`src/rtl/mem_access_ctrl.sv`:
```
// mem_access_ctrl: MAR/MDR register pair and SRAM access sequencer.
// Loads MAR/MDR from the datapath bus while idle, runs fixed-length read or
// write cycles and returns read data into MDR. Outputs are decoded from
// registered state only, so there is no input-to-output combinational path.
module mem_access_ctrl #(
  parameter int WAIT_CYCLES = 2,
  parameter int DATA_W      = 16
) (
  input  logic              Clk,
  input  logic              Reset,
  input  logic [DATA_W-1:0] bus_in,
  input  logic              LD_MAR,
  input  logic              LD_MDR,
  input  logic              rd_req,
  input  logic              wr_req,
  input  logic [DATA_W-1:0] mem_rdata,
  output logic [DATA_W-1:0] MAR,
  output logic [DATA_W-1:0] MDR,
  output logic [DATA_W-1:0] mem_addr,
  output logic [DATA_W-1:0] mem_wdata,
  output logic              mem_ce,
  output logic              mem_we,
  output logic              mem_ready,
  output logic              busy
);

  // Counter wide enough to hold WAIT_CYCLES-1; at least one bit.
  localparam int CW = (WAIT_CYCLES < 1) ? 1 : $clog2(WAIT_CYCLES + 1);
  localparam logic [CW-1:0] CNT_LOAD = CW'(WAIT_CYCLES - 1);
  localparam logic [CW-1:0] CNT_ZERO = {CW{1'b0}};
  localparam logic [CW-1:0] CNT_ONE  = CW'(1);

  typedef enum logic [1:0] {
    IDLE       = 2'd0,
    READ_WAIT  = 2'd1,
    WRITE_WAIT = 2'd2,
    DONE       = 2'd3
  } state_e;

  state_e            state_q, state_d;
  logic [CW-1:0]     cnt_q, cnt_d;
  logic [DATA_W-1:0] mar_q, mar_d;
  logic [DATA_W-1:0] mdr_q, mdr_d;

  logic              mem_ce_s;
  logic              mem_we_s;
  logic              mem_ready_s;
  logic              busy_s;

  // State register; reset forces IDLE regardless of any request.
  always_ff @(posedge Clk) begin
    if (Reset) begin
      state_q <= IDLE;
    end else begin
      state_q <= state_d;
    end
  end

  // Datapath registers: address, data and wait counter.
  always_ff @(posedge Clk) begin
    if (Reset) begin
      cnt_q <= CNT_ZERO;
      mar_q <= {DATA_W{1'b0}};
      mdr_q <= {DATA_W{1'b0}};
    end else begin
      cnt_q <= cnt_d;
      mar_q <= mar_d;
      mdr_q <= mdr_d;
    end
  end

  // Next-state logic: requests are only accepted from IDLE, read has priority.
  always_comb begin
    state_d = state_q;
    case (state_q)
      IDLE: begin
        if (rd_req) begin
          state_d = READ_WAIT;
        end else if (wr_req) begin
          state_d = WRITE_WAIT;
        end else begin
          state_d = IDLE;
        end
      end
      READ_WAIT: begin
        if (cnt_q == CNT_ZERO) begin
          state_d = DONE;
        end else begin
          state_d = READ_WAIT;
        end
      end
      WRITE_WAIT: begin
        if (cnt_q == CNT_ZERO) begin
          state_d = DONE;
        end else begin
          state_d = WRITE_WAIT;
        end
      end
      DONE:    state_d = IDLE;
      default: state_d = IDLE;
    endcase
  end

  // Datapath next values: bus loads while idle, countdown and read capture while busy.
  always_comb begin
    mar_d = mar_q;
    mdr_d = mdr_q;
    cnt_d = cnt_q;
    case (state_q)
      IDLE: begin
        if (LD_MAR) begin
          mar_d = bus_in;
        end else begin
          mar_d = mar_q;
        end
        if (LD_MDR) begin
          mdr_d = bus_in;
        end else begin
          mdr_d = mdr_q;
        end
        if (rd_req || wr_req) begin
          cnt_d = CNT_LOAD;
        end else begin
          cnt_d = cnt_q;
        end
      end
      READ_WAIT: begin
        if (cnt_q != CNT_ZERO) begin
          cnt_d = cnt_q - CNT_ONE;
        end else begin
          mdr_d = mem_rdata;
        end
      end
      WRITE_WAIT: begin
        if (cnt_q != CNT_ZERO) begin
          cnt_d = cnt_q - CNT_ONE;
        end else begin
          cnt_d = cnt_q;
        end
      end
      DONE: begin
        cnt_d = cnt_q;
      end
      default: begin
        cnt_d = CNT_ZERO;
      end
    endcase
  end

  // Output decode from the registered state only.
  always_comb begin
    mem_ce_s    = 1'b0;
    mem_we_s    = 1'b0;
    mem_ready_s = 1'b0;
    busy_s      = 1'b1;
    case (state_q)
      IDLE: begin
        busy_s = 1'b0;
      end
      READ_WAIT: begin
        mem_ce_s = 1'b1;
      end
      WRITE_WAIT: begin
        mem_ce_s = 1'b1;
        mem_we_s = 1'b1;
      end
      DONE: begin
        mem_ready_s = 1'b1;
      end
      default: begin
        busy_s = 1'b0;
      end
    endcase
  end

  assign MAR       = mar_q;
  assign MDR       = mdr_q;
  assign mem_addr  = mar_q;
  assign mem_wdata = mdr_q;
  assign mem_ce    = mem_ce_s;
  assign mem_we    = mem_we_s;
  assign mem_ready = mem_ready_s;
  assign busy      = busy_s;

endmodule
```
`config.mk`:
```
export PLATFORM = sky130hd
export DESIGN_NAME = mem_access_ctrl
export DESIGN_NICKNAME = d
export VERILOG_FILES = /design/src/rtl/mem_access_ctrl.sv
export SDC_FILE = /design/constraint.sdc
export NUM_CORES = 1
export LEC_CHECK = 0
export CORE_ASPECT_RATIO = 1.25
export CORE_MARGIN = 1
export CORE_UTILIZATION = 30
export DETAILED_ROUTE_END_ITERATION = 8
export PLACE_DENSITY_LB_ADDON = 0.1
export REMOVE_ABC_BUFFERS = 1
export SKIP_LAST_GASP = 1
export SLEW_MARGIN = 20
export SYNTH_ARGS = -nofsm -noshare
export SYNTH_HDL_FRONTEND = slang
export SYNTH_SLANG_ARGS = --single-unit
```
`constraint.sdc`:
```
create_clock -name Clk -period 1.69 [get_ports Clk]
set_input_delay 0.4225 -clock Clk [delete_from_list [all_inputs] [get_ports Clk]]
set_output_delay 0.4225 -clock Clk [all_outputs]
set_load 0.01 [all_outputs]
```
### Yosys cells after proc, flatten, opt, wreduce, memory -nomap -nowiden

Index checks and enable logic that the tools add are counted.

| cells by class | value |
|---|---|
| add/sub/neg operators | 1 |
| $mul | 0 |
| div/mod/pow operators | 0 |
| $lt $le $gt $ge | 0 |
| equality and inequality tests | 7 |
| shift operators | 0 |
| mux-type cells | 15 |
| bitwise logic cells | 1 |
| reduce and logical (&&, ||, !) cells | 9 |

Operators with widths:

| kind | count |
|---|---|
| 16-bit 2-to-1 mux | 2 |
| 16-bit one-hot mux with 2 select lines | 1 |
| 2-bit 2-to-1 mux | 5 |
| 2-bit one-hot mux with 4 select lines | 1 |
| 2-bit != test, second input constant | 3 |
| 3-bit AND reduction | 2 |
| 1-bit 2-to-1 mux | 5 |
| 2-bit equality test, second input constant | 2 |
| 2-bit zero test | 2 |
| 2-bit one-hot mux with 2 select lines | 1 |
| 2-bit nonzero test | 2 |
| 2-bit by 1-bit equality test with 1-bit output, second input constant | 1 |
| 2-bit by 1-bit != test with 1-bit output, second input constant | 1 |
| 2-bit AND reduction | 1 |
| 2-bit OR reduction | 1 |
| 2-bit by 1-bit subtractor with 2-bit output, second input constant | 1 |
| 1-bit logical OR | 1 |
| 1-bit NOT | 1 |

| storage, ports and cells | value |
|---|---|
| register bits | 36 |
| bits in latches | 0 |
| bits in writable memories | 0 |
| ROM bits | 0 |
| input bits | 38 |
| word-level logic and storage cells | 37 |
| memories kept | 0 |

### Depth between registers and ports, before layout

Gate-level depths: netlist of the first run.

| logic depth | value |
|---|---|
| depth in word-level cells | 4 |
| gate-level depth with buffers | 8 |
| mapped depth without buffers | 5 |

### Worst setup path after synthesis of the first run

Ideal clock, no wire load.

| path | value |
|---|---|
| kind | flip-flop to flip-flop |
| from | reg state_q[1] |
| to | reg mdr_q[10], in the netlist MDR[10] |
| library setup time | 0.080 ns |
| arrival | 1.603 ns |
| data required time | 1.610 ns |
| path slack | 0.006 ns |
| cell stages (with the launch flop) | 9 |
| path buffers | 3 |
| period minus slack after synthesis | 1.684 ns |
| path through | dfxtp_1 -> inv_1 -> ha_1 -> buf_6 -> mux2_4 -> and2_4 -> buf_6 -> buf_6 -> a211oi_2 |

| between the ends | value |
|---|---|
| cells in the longest elaborated chain, start to end | 3 |
| elaborated cells between the ends (all ways) | 7 |
| those cells by class | eq/ne (3); mux (1); reduce/logical (3) |

Ends and longest elaborated chain:

| what | RTL line | text |
|---|---|---|
| start, declared | 40 | `state_e state_q, state_d;` |
| start signal, assigned | 55 | `state_q <= state_d;` |
| 2-bit by 1-bit equality test with 1-bit output or 2-bit zero test (tied branches) | 109 | `case (state_q)` |
| 2-bit != test (no source line) or 2-bit nonzero test (tied branches) | -- |  |
| 3-bit AND reduction (no source line) | -- |  |
| end signal, assigned | 64 | `mdr_q <= {DATA_W{1'b0}};` |
| end signal, assigned | 68 | `mdr_q <= mdr_d;` |
| end, declared | 43 | `logic [DATA_W-1:0] mdr_q, mdr_d;` |

Parallel ways exist; a longest one is shown, timed or not.
A chain may end at the register's enable or synchronous reset.

### Worst setup path in the final report of the first run

| path | value |
|---|---|
| from | reg state_q[0] |
| to | out mem_ce |

| between the ends | value |
|---|---|
| cells in the longest elaborated chain, start to end | 3 |
| elaborated cells between the ends (all ways) | 4 |
| those cells by class | eq/ne (2); mux (1); reduce/logical (1) |

Ends and longest elaborated chain:

| what | RTL line | text |
|---|---|---|
| 2-bit equality test or 2-bit by 1-bit equality test with 1-bit output (tied branches) | 156 | `case (state_q)` |
| 2-bit OR reduction (no source line) * | -- |  |
| 1-bit 2-to-1 mux * | 156 |  |
| end, declared | 21 | `output logic mem_ce,` |

Every way passes the cells marked *; elsewhere a longest branch is shown, timed or not.

==> impl_metrics.xml, run 1 <==
<?xml version="1.0" encoding="UTF-8"?>
<metrics>
  <group name="sta">
    <metric name="tightest_pin_transition" unit="ns">0.359</metric>
    <metric name="final_hold_viol_count" unit="">0</metric>
    <metric name="grt_setup_unrepaired" unit="">true</metric>
    <metric name="max_freq" unit="GHz">0.607</metric>
    <metric name="post_route_setup_tns" unit="ns">0</metric>
    <metric name="post-route-worst-setup-slack" unit="ns">0.0436</metric>
    <metric name="slew-limit-headroom" unit="">0.761</metric>
    <metric name="final_period_minus_worst_setup_slack" unit="ns">1.65</metric>
    <metric name="timing.final.setup_violations" unit="">0</metric>
    <metric name="max_slew_vio_count" unit="">0</metric>
    <metric name="timing.final.crit_share" unit="">0.974</metric>
    <metric name="worst_clock_skew" unit="ns">0.00603</metric>
  </group>
  <group name="synthesis">
    <metric name="syn-instance-count" unit="">209</metric>
    <metric name="synth-simple-area-share" unit="">0.0979</metric>
    <metric name="post_synth_fa_ha_maj_area_fraction" unit="">0.0399</metric>
    <metric name="yosys_register_bits" unit="">36</metric>
    <metric name="synth_area_in_xor_xnor" unit="">0</metric>
    <metric name="synth_top_area_cell" unit="">sky130_fd_sc_hd__dfxtp_1</metric>
    <metric name="synth.top_cells.by_area" unit="">sky130_fd_sc_hd__dfxtp_1 38%, sky130_fd_sc_hd__buf_4 13%, sky130_fd_sc_hd__a21oi_1 8.5%, sky130_fd_sc_hd__mux2i_1 8.5%, sky130_fd_sc_hd__a211oi_2 6.7%</metric>
    <metric name="synthMuxAreaShare" unit="">0.0932</metric>
    <metric name="synthesis.yosys.warnings" unit="">0</metric>
    <metric name="syn-cell-area" unit="µm²">1880</metric>
    <metric name="share_of_the_synthesized_area_in_compound_gates_ao_oa_aoi_oai" unit="">0.206</metric>
    <metric name="avgSynthCellArea" unit="µm²">8.99</metric>
    <metric name="yosys.cell_types.count" unit="">25</metric>
    <metric name="synth_top_family_by_area" unit="">compound AO/OA/AOI/OAI gates</metric>
    <metric name="synthDominantCellAreaShare" unit="">0.383</metric>
    <metric name="synth-seq-area-share" unit="">0.383</metric>
  </group>
  <group name="die">
    <metric name="floorplan_core_area" unit="µm²">5930</metric>
    <metric name="start_util" unit="">0.317</metric>
    <metric name="die_x" unit="µm">72.8</metric>
    <metric name="die-height" unit="µm">90.5</metric>
    <metric name="fp.dieArea" unit="µm²">6590</metric>
    <metric name="num_rows" unit="">31</metric>
    <metric name="num_io_pins" unit="">106</metric>
  </group>
  <group name="worst_setup_path">
    <metric name="timing.critical_path.cells" unit="">inv_1, ha_1, clkdlybuf4s15_1</metric>
    <metric name="cp_slowest_cell" unit="">sky130_fd_sc_hd__dfxtp_1</metric>
    <metric name="cp_max_fo" unit="">3</metric>
    <metric name="crit_buf_inv" unit="">2</metric>
    <metric name="worst-endpoint-required" unit="ns">1.27</metric>
    <metric name="worstPathArrival" unit="ns">1.22</metric>
    <metric name="worst_setup_path_start_kind" unit="">flop</metric>
    <metric name="max_stage_delay" unit="ns">0.33</metric>
    <metric name="timing.critical_path.to_type" unit="">output port</metric>
    <metric name="path_class" unit="">reg -&gt; out</metric>
    <metric name="top_family_by_delay_on_critical_path" unit="">flip-flops</metric>
  </group>
  <group name="finish">
    <metric name="area.sequential" unit="µm²">721</metric>
    <metric name="antenna-diode-count" unit="">0</metric>
    <metric name="net_count_reported_at_finish" unit="">335</metric>
    <metric name="final_common_cell" unit="">sky130_fd_sc_hd__clkdlybuf4s50_1</metric>
    <metric name="filler_cell_count" unit="">562</metric>
    <metric name="fraction_of_final_layout_cells_with_drive_strength_greater_than_1" unit="">0.134</metric>
    <metric name="layout_common_cells" unit="">98 x sky130_fd_sc_hd__clkdlybuf4s50_1, 36 x sky130_fd_sc_hd__dfxtp_1, 33 x sky130_fd_sc_hd__nand2_1</metric>
    <metric name="syn2layout_area_growth" unit="%">57.8</metric>
    <metric name="area_of_the_multi_input_gates" unit="µm²">840</metric>
    <metric name="fin_util" unit="">0.500</metric>
  </group>
  <group name="global_route">
    <metric name="grt_antenna_before_repair" unit="">0</metric>
    <metric name="grt_first_pass_wirelength" unit="mm">7.99</metric>
    <metric name="grt_start_max_net_pins" unit="">24</metric>
    <metric name="grt_util_all_layers" unit="">0.156</metric>
    <metric name="grt-ovfl-total" unit="">0</metric>
    <metric name="vias_in_the_first_global_route" unit="">1612</metric>
  </group>
  <group name="routing">
    <metric name="dr.first_iter.drc_count" unit="">47</metric>
    <metric name="drt-total-wl" unit="mm">4.91</metric>
    <metric name="drt_pass_1_iters" unit="">4</metric>
    <metric name="post-route-drc-count" unit="">0</metric>
    <metric name="wire_per_inst" unit="µm">13.1</metric>
    <metric name="drt-vias-per-instance" unit="">4.49</metric>
    <metric name="vias_after_detailed_routing" unit="">1678</metric>
    <metric name="final_antenna_net_count" unit="">0</metric>
  </group>
  <group name="job">
    <metric name="maxCapViolations" unit="">0</metric>
  </group>
  <group name="clock_tree">
    <metric name="clockRootBuffer" unit="">sky130_fd_sc_hd__clkbuf_8</metric>
    <metric name="post_cts_hold_buffer_count" unit="">0</metric>
    <metric name="htree_num_levels" unit="">2</metric>
    <metric name="postCtsSetupBuffers" unit="">0</metric>
    <metric name="clock_path_buffers" unit="">2</metric>
    <metric name="cts_tree" unit="">yes</metric>
    <metric name="tritoncts_num_sinks" unit="">36</metric>
    <metric name="clock_latency_on_the_worst_skew_pair" unit="ns">0.29</metric>
    <metric name="cts_bufs_inserted" unit="">5</metric>
    <metric name="clock_pin_slew_on_the_worst_setup_and_hold_paths" unit="ns">0.07</metric>
  </group>
  <group name="pwr">
    <metric name="power.density_cell_area" unit="nW/µm²">1590</metric>
    <metric name="total_leakage_power" unit="nW">1.12</metric>
    <metric name="vdd.ir_drop.worst" unit="µV">820</metric>
    <metric name="total_power" unit="W">0.00470</metric>
  </group>
  <group name="place">
    <metric name="detailed_place_hpwl" unit="mm">3.66</metric>
    <metric name="port-buffer-count" unit="">105</metric>
    <metric name="routability_cong" unit="">0.720</metric>
    <metric name="detailedPlace.worstSlack" unit="ns">0.0370</metric>
  </group>
  <group name="worst_hold_path">
    <metric name="hold_class" unit="">reg -&gt; reg</metric>
  </group>
  <group name="status">
    <metric name="status" unit="">finished, final reports clean</metric>
  </group>
</metrics>
metrics by stage:
step	hold slack [ns]	cell area [µm²]	cells
6_report	0.471	2970	374
5_1_grt	0.497	2970	374
4_1_cts	0.477	2950	374
3_5_place_dp	0.466	2840	365
3_3_place_gp	0.459	2840	365
2_1_floorplan	0.464	1560	163
report_power, final:
part           internal [W]  switching, W  total, W
combinational       0.00146       0.00120   0.00265
sequential          0.00111      0.000190   0.00130
clock              0.000438      0.000312  0.000750
total               0.00300       0.00170   0.00470
final timing paths:
check / start / end / slack [ns] / cells past startpoint
worst max-delay path: state_q[0]$_SDFF_PP0_ / mem_ce / 0.04 / 3
worst min-delay path: MAR[11]$_SDFFE_PP0P_ / MAR[11]$_SDFFE_PP0P_ / 0.47 / 2
worst max register to register: state_q[0]$_SDFF_PP0_ / MDR[4]$_SDFFE_PP0P_ / 0.06 / 7
worst min register to register: MAR[11]$_SDFFE_PP0P_ / MAR[11]$_SDFFE_PP0P_ / 0.47 / 2
cell usage after synthesis (all sizes together):
| master | number |
|---|---|
| nor2b | 1 |
| and2 | 2 |
| or2 | 1 |
| nand2b | 2 |
| a22o | 1 |
| ha | 6 |
| inv | 5 |
| dfxtp | 36 |
| buf | 38 |
| a211oi | 19 |
| a221oi | 1 |
| nor3 | 1 |
| o311ai | 1 |
| nor2 | 4 |
| o32ai | 1 |
| mux2 | 1 |
| nand2 | 33 |
| clkbuf | 8 |
| a21oi | 32 |
| mux2i | 16 |
sequential cells by signal, summed over array words and instances (netlist names):
signal	cells
MAR	16
MDR	16
cnt_q	2
state_q	2
per-layer routing:
metal	global-route usage	part of all wire	vias to the layer above	wire length, µm
met5	0	0	-	0
met4	0.0490	0.013	0	63
met3	0.0368	0.056	5	275
met2	0.276	0.51	58	2510
met1	0.182	0.42	764	2070
li1	-	-	851	-
repair_timing:
action / 4_1_cts / 5_1_grt
cloned: 1 / 0
pin swaps: 1 / 0
setup endpoints to repair: 5 / 15
gates resized for setup: 4 / 9
worst min-delay path: cells and delay by family (launching register included):
kind	cells	cell delay [ns]
AO/OA/AOI/OAI	1	0.05
flip-flops	1	0.32
AND/OR/NAND/NOR	1	0.05
cell type report:
cell class	count	share of cell area
Clock buffer	6	0.0245
Clock inverter	2	0.0118
Inverter	5	0.00633
Multi-Input combinational cell	123	0.283
Sequential cell	36	0.243
Tap cell	82	0.0346
Timing Repair Buffer	120	0.397
cell families after synthesis:
group	count (synthesis)
compound gates	55
buf+inv	51
mux	17
flops	36
fa+ha+maj	6
simple gates	44
Note: power is estimated with default switching activity, not from simulation.
==> run 2, diff against run 1 <==
--- a/config.mk
+++ b/config.mk
@@ -11,8 +11,7 @@
 export DETAILED_ROUTE_END_ITERATION = 8
 export PLACE_DENSITY_LB_ADDON = 0.1
 export REMOVE_ABC_BUFFERS = 1
-export SKIP_LAST_GASP = 1
-export SLEW_MARGIN = 20
 export SYNTH_ARGS = -nofsm -noshare
 export SYNTH_HDL_FRONTEND = slang
 export SYNTH_SLANG_ARGS = --single-unit
+export TNS_END_PERCENT = 20
==> run 2 against run 1 <==
  * Sequential share of layout area hardly changed
  * Highest routed layer unchanged
  * Power is 0.27% lower
  * Die area stayed put
  * Final area is 0.17% lower
  * Clock skew hardly changed
  * Largest power group unchanged
  * Clock power hardly changed
  * Global-route usage is 0.18 points lower
  * Critical path depth is 2 lower
  * Sequential cell count stayed put
  * Cell count stayed put
==> impl_metrics.xml, run 2 (synthesis results as in run 1) <==
<?xml version="1.0" encoding="UTF-8"?>
<metrics>
  <group name="pwr">
    <metric name="power.density_cell_area" unit="nW/µm²">1590</metric>
    <metric name="total_leakage_power" unit="nW">1.12</metric>
    <metric name="vdd.ir_drop.worst" unit="µV">779</metric>
  </group>
  <group name="sta">
    <metric name="final_hold_viol_count" unit="">0</metric>
    <metric name="max_freq" unit="GHz">0.612</metric>
    <metric name="timing.final.setup_violations" unit="">0</metric>
    <metric name="worst_clock_skew" unit="ns">0.00578</metric>
    <metric name="slew-limit-headroom" unit="">0.759</metric>
    <metric name="grt_setup_unrepaired" unit="">true</metric>
    <metric name="post-route-worst-setup-slack" unit="ns">0.0566</metric>
    <metric name="timing.final.crit_share" unit="">0.967</metric>
    <metric name="max_slew_vio_count" unit="">0</metric>
    <metric name="tightest_pin_transition" unit="ns">0.362</metric>
    <metric name="final_period_minus_worst_setup_slack" unit="ns">1.63</metric>
  </group>
  <group name="die">
    <metric name="die_x" unit="µm">72.8</metric>
    <metric name="num_io_pins" unit="">106</metric>
    <metric name="fp.dieArea" unit="µm²">6590</metric>
    <metric name="floorplan_core_area" unit="µm²">5930</metric>
    <metric name="start_util" unit="">0.317</metric>
    <metric name="die-height" unit="µm">90.5</metric>
    <metric name="num_rows" unit="">31</metric>
  </group>
  <group name="worst_setup_path">
    <metric name="ff2ff_setup_slack" unit="ns">0.06</metric>
    <metric name="worstPathArrival" unit="ns">1.21</metric>
    <metric name="crit_buf_inv" unit="">1</metric>
    <metric name="worst-endpoint-required" unit="ns">1.27</metric>
    <metric name="worst_setup_path_start_kind" unit="">flop</metric>
    <metric name="max_stage_delay" unit="ns">0.55</metric>
    <metric name="timing.critical_path.to_type" unit="">output port</metric>
    <metric name="path_class" unit="">reg -&gt; out</metric>
    <metric name="cp_max_fo" unit="">3</metric>
    <metric name="timing.critical_path.cells" unit="">clkdlybuf4s50_1</metric>
    <metric name="timing.reg2reg.worst_path_depth" unit="">7</metric>
    <metric name="cp_slowest_cell" unit="">sky130_fd_sc_hd__clkdlybuf4s50_1</metric>
    <metric name="timing.critical_path.depth" unit="">1</metric>
    <metric name="top_family_by_delay_on_critical_path" unit="">buffers and inverters</metric>
  </group>
  <group name="global_route">
    <metric name="grt_util_all_layers" unit="">0.155</metric>
    <metric name="grt_start_max_net_pins" unit="">24</metric>
    <metric name="grt-ovfl-total" unit="">0</metric>
    <metric name="grt_antenna_before_repair" unit="">0</metric>
    <metric name="grt_first_pass_wirelength" unit="mm">7.89</metric>
    <metric name="vias_in_the_first_global_route" unit="">1606</metric>
  </group>
  <group name="finish">
    <metric name="final_area" unit="µm²">2960</metric>
    <metric name="net_count_reported_at_finish" unit="">335</metric>
    <metric name="antenna-diode-count" unit="">0</metric>
    <metric name="layoutNonFillerInstCount" unit="">374</metric>
    <metric name="fraction_of_final_layout_cells_with_drive_strength_greater_than_1" unit="">0.137</metric>
    <metric name="final_common_cell" unit="">sky130_fd_sc_hd__clkdlybuf4s50_1</metric>
    <metric name="layout_common_cells" unit="">98 x sky130_fd_sc_hd__clkdlybuf4s50_1, 36 x sky130_fd_sc_hd__dfxtp_1, 33 x sky130_fd_sc_hd__nand2_1</metric>
    <metric name="syn2layout_area_growth" unit="%">57.5</metric>
  </group>
  <group name="place">
    <metric name="routability_cong" unit="">0.720</metric>
    <metric name="placed_cells_incl_taps" unit="">365</metric>
    <metric name="detailed_place_hpwl" unit="mm">3.66</metric>
    <metric name="detailedPlace.worstSlack" unit="ns">0.0370</metric>
    <metric name="port-buffer-count" unit="">105</metric>
    <metric name="instance_area_at_placement" unit="µm²">2840</metric>
  </group>
  <group name="routing">
    <metric name="post-route-drc-count" unit="">0</metric>
    <metric name="drt-vias-per-instance" unit="">4.50</metric>
    <metric name="wire_per_inst" unit="µm">13.1</metric>
    <metric name="final_antenna_net_count" unit="">0</metric>
    <metric name="drt_pass_1_iters" unit="">4</metric>
    <metric name="dr.first_iter.drc_count" unit="">56</metric>
    <metric name="vias_after_detailed_routing" unit="">1684</metric>
    <metric name="drt-total-wl" unit="mm">4.90</metric>
  </group>
  <group name="clock_tree">
    <metric name="cts_bufs_inserted" unit="">5</metric>
    <metric name="clock_latency_on_the_worst_skew_pair" unit="ns">0.29</metric>
    <metric name="clock_pin_slew_on_the_worst_setup_and_hold_paths" unit="ns">0.08</metric>
    <metric name="htree_num_levels" unit="">2</metric>
    <metric name="cts_tree" unit="">yes</metric>
    <metric name="clock_path_buffers" unit="">2</metric>
    <metric name="clockRootBuffer" unit="">sky130_fd_sc_hd__clkbuf_8</metric>
    <metric name="tritoncts_num_sinks" unit="">36</metric>
  </group>
  <group name="job">
    <metric name="maxCapViolations" unit="">0</metric>
  </group>
  <group name="worst_hold_path">
    <metric name="hold_path_depth" unit="">2</metric>
    <metric name="hold_class" unit="">reg -&gt; reg</metric>
  </group>
  <group name="status">
    <metric name="status" unit="">finished, final reports clean</metric>
  </group>
</metrics>
run 2: cell types whose count changed in the layout (fill, tap and decap cells not counted), sizes merged:
cell / before / now
clkbuf: 6 / 7
clkdlybuf4s15: 4 / 3
run 2: metrics by stage:
| step | total power (W) | hold slack [ns] | utilization | TNS (ns) |
|---|---|---|---|---|
| floorplan | 0.00252 | 0.464 | - | -4.79 |
| global placement | 0.00396 | 0.459 | 0.478 | 0 |
| detailed placement | 0.00399 | 0.466 | 0.478 | 0 |
| CTS | 0.00473 | 0.477 | 0.495 | -0.000361 |
| global route | 0.00502 | 0.497 | 0.499 | -0.00112 |
| finish | 0.00469 | 0.471 | 0.499 | 0 |
run 2: where the power goes:
group	switching [W]	total, W	leakage, nW	internal [W]
logic	0.00119	0.00264	0.772	0.00145
registers	0.000191	0.00130	0.297	0.00111
clock network	0.000313	0.000751	0.0552	0.000438
run 2: per-layer routing:
layer / wire [µm] / global-route usage / part of all wire / vias up
met4: 61 / 0.0490 / 0.012 / 0
met2: 2490 / 0.276 / 0.51 / 58
met5: 0 / 0 / 0 / -
met1: 2070 / 0.177 / 0.42 / 768
met3: 274 / 0.0368 / 0.056 / 5
li1: - / - / - / 853
run 2: final timing paths:
path | endpoint | start
min reg2reg | MAR[11]$_SDFFE_PP0P_ | MAR[11]$_SDFFE_PP0P_
max | mem_wdata[1] | MDR[1]$_SDFFE_PP0P_
max reg2reg | MDR[4]$_SDFFE_PP0P_ | state_q[0]$_SDFF_PP0_
min | MAR[11]$_SDFFE_PP0P_ | MAR[11]$_SDFFE_PP0P_
run 2: final cells by class:
| type | count | area, µm² |
|---|---|---|
| fill | 563 | 2970 |
| timing repair buffer | 120 | 1170 |
| multi-input combinational | 123 | 840 |
| sequential | 36 | 721 |
| tap | 82 | 103 |
| clock buffer | 6 | 72.6 |
| clock inverter | 2 | 35.0 |
| inverter | 5 | 18.8 |
run 2: repair_timing:
| item | CTS | global route |
|---|---|---|
| gates cloned | 0 | 1 |
| resized for setup | 5 | 9 |
| endpoints found under the setup margin | 5 | 13 |
| hold buffers | 0 | 0 |
| setup buffers | 0 | 0 |
run 2: worst reg2reg max path, cell delays in order, from the launching register on:
cell	delay, ns
sky130_fd_sc_hd__dfxtp_1	0.33
sky130_fd_sc_hd__inv_1	0.07
sky130_fd_sc_hd__ha_1	0.21
sky130_fd_sc_hd__buf_4	0.15
sky130_fd_sc_hd__mux2_4	0.34
sky130_fd_sc_hd__buf_4	0.19
sky130_fd_sc_hd__a21oi_1	0.16
sky130_fd_sc_hd__a211oi_2	0.06
==> run 3, diff against run 2 <==
--- a/config.mk
+++ b/config.mk
@@ -9,6 +9,7 @@
 export CORE_MARGIN = 1
 export CORE_UTILIZATION = 30
 export DETAILED_ROUTE_END_ITERATION = 8
+export MAX_ROUTING_LAYER = met4
 export PLACE_DENSITY_LB_ADDON = 0.1
 export REMOVE_ABC_BUFFERS = 1
 export SYNTH_ARGS = -nofsm -noshare
==> run 3 against run 2 <==
  * Clock skew is essentially flat
  * Critical endpoint unchanged
  * Clock power is essentially flat
  * Worst setup slack lost 0.0028 ns
  * Non-clock buffer count is the same
  * Core utilization is the same
  * Count of clock-buffer cells in the layout is the same
  * Largest cell class unchanged
  * Final area is the same
==> impl_metrics.xml, run 3 (synthesis results as in run 1) <==
<?xml version="1.0" encoding="UTF-8"?>
<metrics>
  <group name="finish">
    <metric name="layoutNonFillerInstCount" unit="">374</metric>
    <metric name="antenna-diode-count" unit="">0</metric>
    <metric name="net_count_reported_at_finish" unit="">335</metric>
    <metric name="fraction_of_final_layout_cells_with_drive_strength_greater_than_1" unit="">0.137</metric>
    <metric name="final_area" unit="µm²">2960</metric>
    <metric name="syn2layout_area_growth" unit="%">57.5</metric>
    <metric name="layout_common_cells" unit="">98 x sky130_fd_sc_hd__clkdlybuf4s50_1, 36 x sky130_fd_sc_hd__dfxtp_1, 33 x sky130_fd_sc_hd__nand2_1</metric>
    <metric name="fin_util" unit="">0.499</metric>
    <metric name="final_common_cell" unit="">sky130_fd_sc_hd__clkdlybuf4s50_1</metric>
  </group>
  <group name="global_route">
    <metric name="grt_antenna_before_repair" unit="">0</metric>
    <metric name="grt-ovfl-total" unit="">0</metric>
    <metric name="grt_util_all_layers" unit="">0.159</metric>
    <metric name="grt_start_max_net_pins" unit="">24</metric>
    <metric name="vias_in_the_first_global_route" unit="">1605</metric>
    <metric name="grt_first_pass_wirelength" unit="mm">7.88</metric>
  </group>
  <group name="worst_setup_path">
    <metric name="top_family_by_delay_on_critical_path" unit="">buffers and inverters</metric>
    <metric name="timing.critical_path.cells" unit="">clkdlybuf4s50_1</metric>
    <metric name="crit_buf_inv" unit="">1</metric>
    <metric name="worst-endpoint-required" unit="ns">1.27</metric>
    <metric name="path_class" unit="">reg -&gt; out</metric>
    <metric name="worst_setup_path_start_kind" unit="">flop</metric>
    <metric name="critical_path.reg2reg.startpoint" unit="">state_q[0]$_SDFF_PP0_</metric>
    <metric name="timing.critical_path.to_type" unit="">output port</metric>
    <metric name="cp_max_fo" unit="">3</metric>
    <metric name="max_stage_delay" unit="ns">0.56</metric>
    <metric name="worstPathArrival" unit="ns">1.21</metric>
    <metric name="cp_slowest_cell" unit="">sky130_fd_sc_hd__clkdlybuf4s50_1</metric>
    <metric name="cp-startpoint" unit="">MDR[1]$_SDFFE_PP0P_</metric>
  </group>
  <group name="sta">
    <metric name="slew-limit-headroom" unit="">0.759</metric>
    <metric name="tightest_pin_transition" unit="ns">0.362</metric>
    <metric name="worst_clock_skew" unit="ns">0.00578</metric>
    <metric name="grt_setup_unrepaired" unit="">true</metric>
    <metric name="final_hold_viol_count" unit="">0</metric>
    <metric name="worst_hold_slack_across_all_endpoints" unit="ns">0.471</metric>
    <metric name="max_freq" unit="GHz">0.611</metric>
    <metric name="max_slew_vio_count" unit="">0</metric>
    <metric name="final_period_minus_worst_setup_slack" unit="ns">1.64</metric>
    <metric name="timing.final.setup_violations" unit="">0</metric>
    <metric name="timing.final.crit_share" unit="">0.968</metric>
  </group>
  <group name="pwr">
    <metric name="power.density_cell_area" unit="nW/µm²">1590</metric>
    <metric name="total_leakage_power" unit="nW">1.12</metric>
    <metric name="vdd.ir_drop.worst" unit="µV">779</metric>
  </group>
  <group name="routing">
    <metric name="drt_pass_1_iters" unit="">4</metric>
    <metric name="post-route-drc-count" unit="">0</metric>
    <metric name="drt-vias-per-instance" unit="">4.49</metric>
    <metric name="dr.first_iter.drc_count" unit="">55</metric>
    <metric name="final_antenna_net_count" unit="">0</metric>
    <metric name="wire_per_inst" unit="µm">13.1</metric>
    <metric name="vias_after_detailed_routing" unit="">1678</metric>
    <metric name="drt-total-wl" unit="mm">4.90</metric>
  </group>
  <group name="clock_tree">
    <metric name="cts_tree" unit="">yes</metric>
    <metric name="clock_pin_slew_on_the_worst_setup_and_hold_paths" unit="ns">0.08</metric>
    <metric name="post_cts_hold_buffer_count" unit="">0</metric>
    <metric name="clock_latency_on_the_worst_skew_pair" unit="ns">0.29</metric>
    <metric name="clockRootBuffer" unit="">sky130_fd_sc_hd__clkbuf_8</metric>
    <metric name="cts_bufs_inserted" unit="">5</metric>
    <metric name="htree_num_levels" unit="">2</metric>
    <metric name="tritoncts_num_sinks" unit="">36</metric>
    <metric name="postCtsSetupBuffers" unit="">0</metric>
    <metric name="clock_path_buffers" unit="">2</metric>
  </group>
  <group name="worst_hold_path">
    <metric name="holdCritStartpoint" unit="">MAR[11]$_SDFFE_PP0P_</metric>
    <metric name="hold_class" unit="">reg -&gt; reg</metric>
  </group>
  <group name="job">
    <metric name="maxCapViolations" unit="">0</metric>
  </group>
  <group name="place">
    <metric name="port-buffer-count" unit="">105</metric>
    <metric name="detailed_place_hpwl" unit="mm">3.66</metric>
    <metric name="routability_cong" unit="">0.728</metric>
    <metric name="placed_cells_incl_taps" unit="">365</metric>
    <metric name="instance_area_at_placement" unit="µm²">2840</metric>
  </group>
  <group name="die">
    <metric name="num_io_pins" unit="">106</metric>
    <metric name="die_x" unit="µm">72.8</metric>
    <metric name="floorplan_core_area" unit="µm²">5930</metric>
    <metric name="num_rows" unit="">31</metric>
    <metric name="start_util" unit="">0.317</metric>
    <metric name="fp.dieArea" unit="µm²">6590</metric>
    <metric name="die-height" unit="µm">90.5</metric>
  </group>
  <group name="status">
    <metric name="status" unit="">finished, final reports clean</metric>
  </group>
</metrics>
==> run 3: area by class of cell <==
class / count / area [µm²]
inverter: 5 / 18.8
clock inverter: 2 / 35.0
multi-input combinational: 123 / 840
fill: 563 / 2970
tap: 82 / 103
sequential: 36 / 721
clock buffer: 6 / 72.6
timing repair buffer: 120 / 1170
==> run 3: path summary, 6_finish.rpt <==
check / end / slack, ns / cells past startpoint
worst max-delay path: mem_wdata[1] / 0.05 / 1
worst min-delay path: MAR[11]$_SDFFE_PP0P_ / 0.47 / 2
worst max register to register: MDR[4]$_SDFFE_PP0P_ / 0.06 / 7
worst min register to register: MAR[11]$_SDFFE_PP0P_ / 0.47 / 2
==> run 3: per-stage QoR <==
step	TNS (ns)	total power (W)	worst slack (ns)
global route	-0.00112	0.00502	-0.00112
detailed placement	0	0.00399	0.0370
floorplan	-4.79	0.00252	-0.315
CTS	-0.000361	0.00473	-0.000361
finish	0	0.00469	0.0538
global placement	0	0.00396	0.0654
==> run 3: per-layer routing <==
| metal | share of wire | routed length [µm] | global-route usage |
|---|---|---|---|
| met1 | 0.43 | 2090 | 0.178 |
| met2 | 0.51 | 2490 | 0.276 |
| met3 | 0.054 | 263 | 0.0346 |
| met4 | 0.012 | 61 | 0.0490 |
| met5 | 0 | 0 | - |
==> run 3: what timing repair did <==
action                     CTS  global route
gates cloned                 0             1
setup endpoints to repair    5            13
gates resized for setup      5             9
==> run 3: power by group <==
| part | internal, W | total, W | leakage [nW] | switching, W |
|---|---|---|---|---|
| Combinational | 0.00145 | 0.00264 | 0.772 | 0.00119 |
| Clock | 0.000438 | 0.000751 | 0.0552 | 0.000313 |
| Sequential | 0.00111 | 0.00130 | 0.297 | 0.000191 |
| Total | 0.00299 | 0.00469 | 1.12 | 0.00170 |
==> run 3: worst min-delay path, delay by kind of cell, from the launching register on <==
kind             cells  cell delay [ns]
AO/OA/AOI/OAI        1             0.05
flip-flops           1             0.32
AND/OR/NAND/NOR      1             0.05
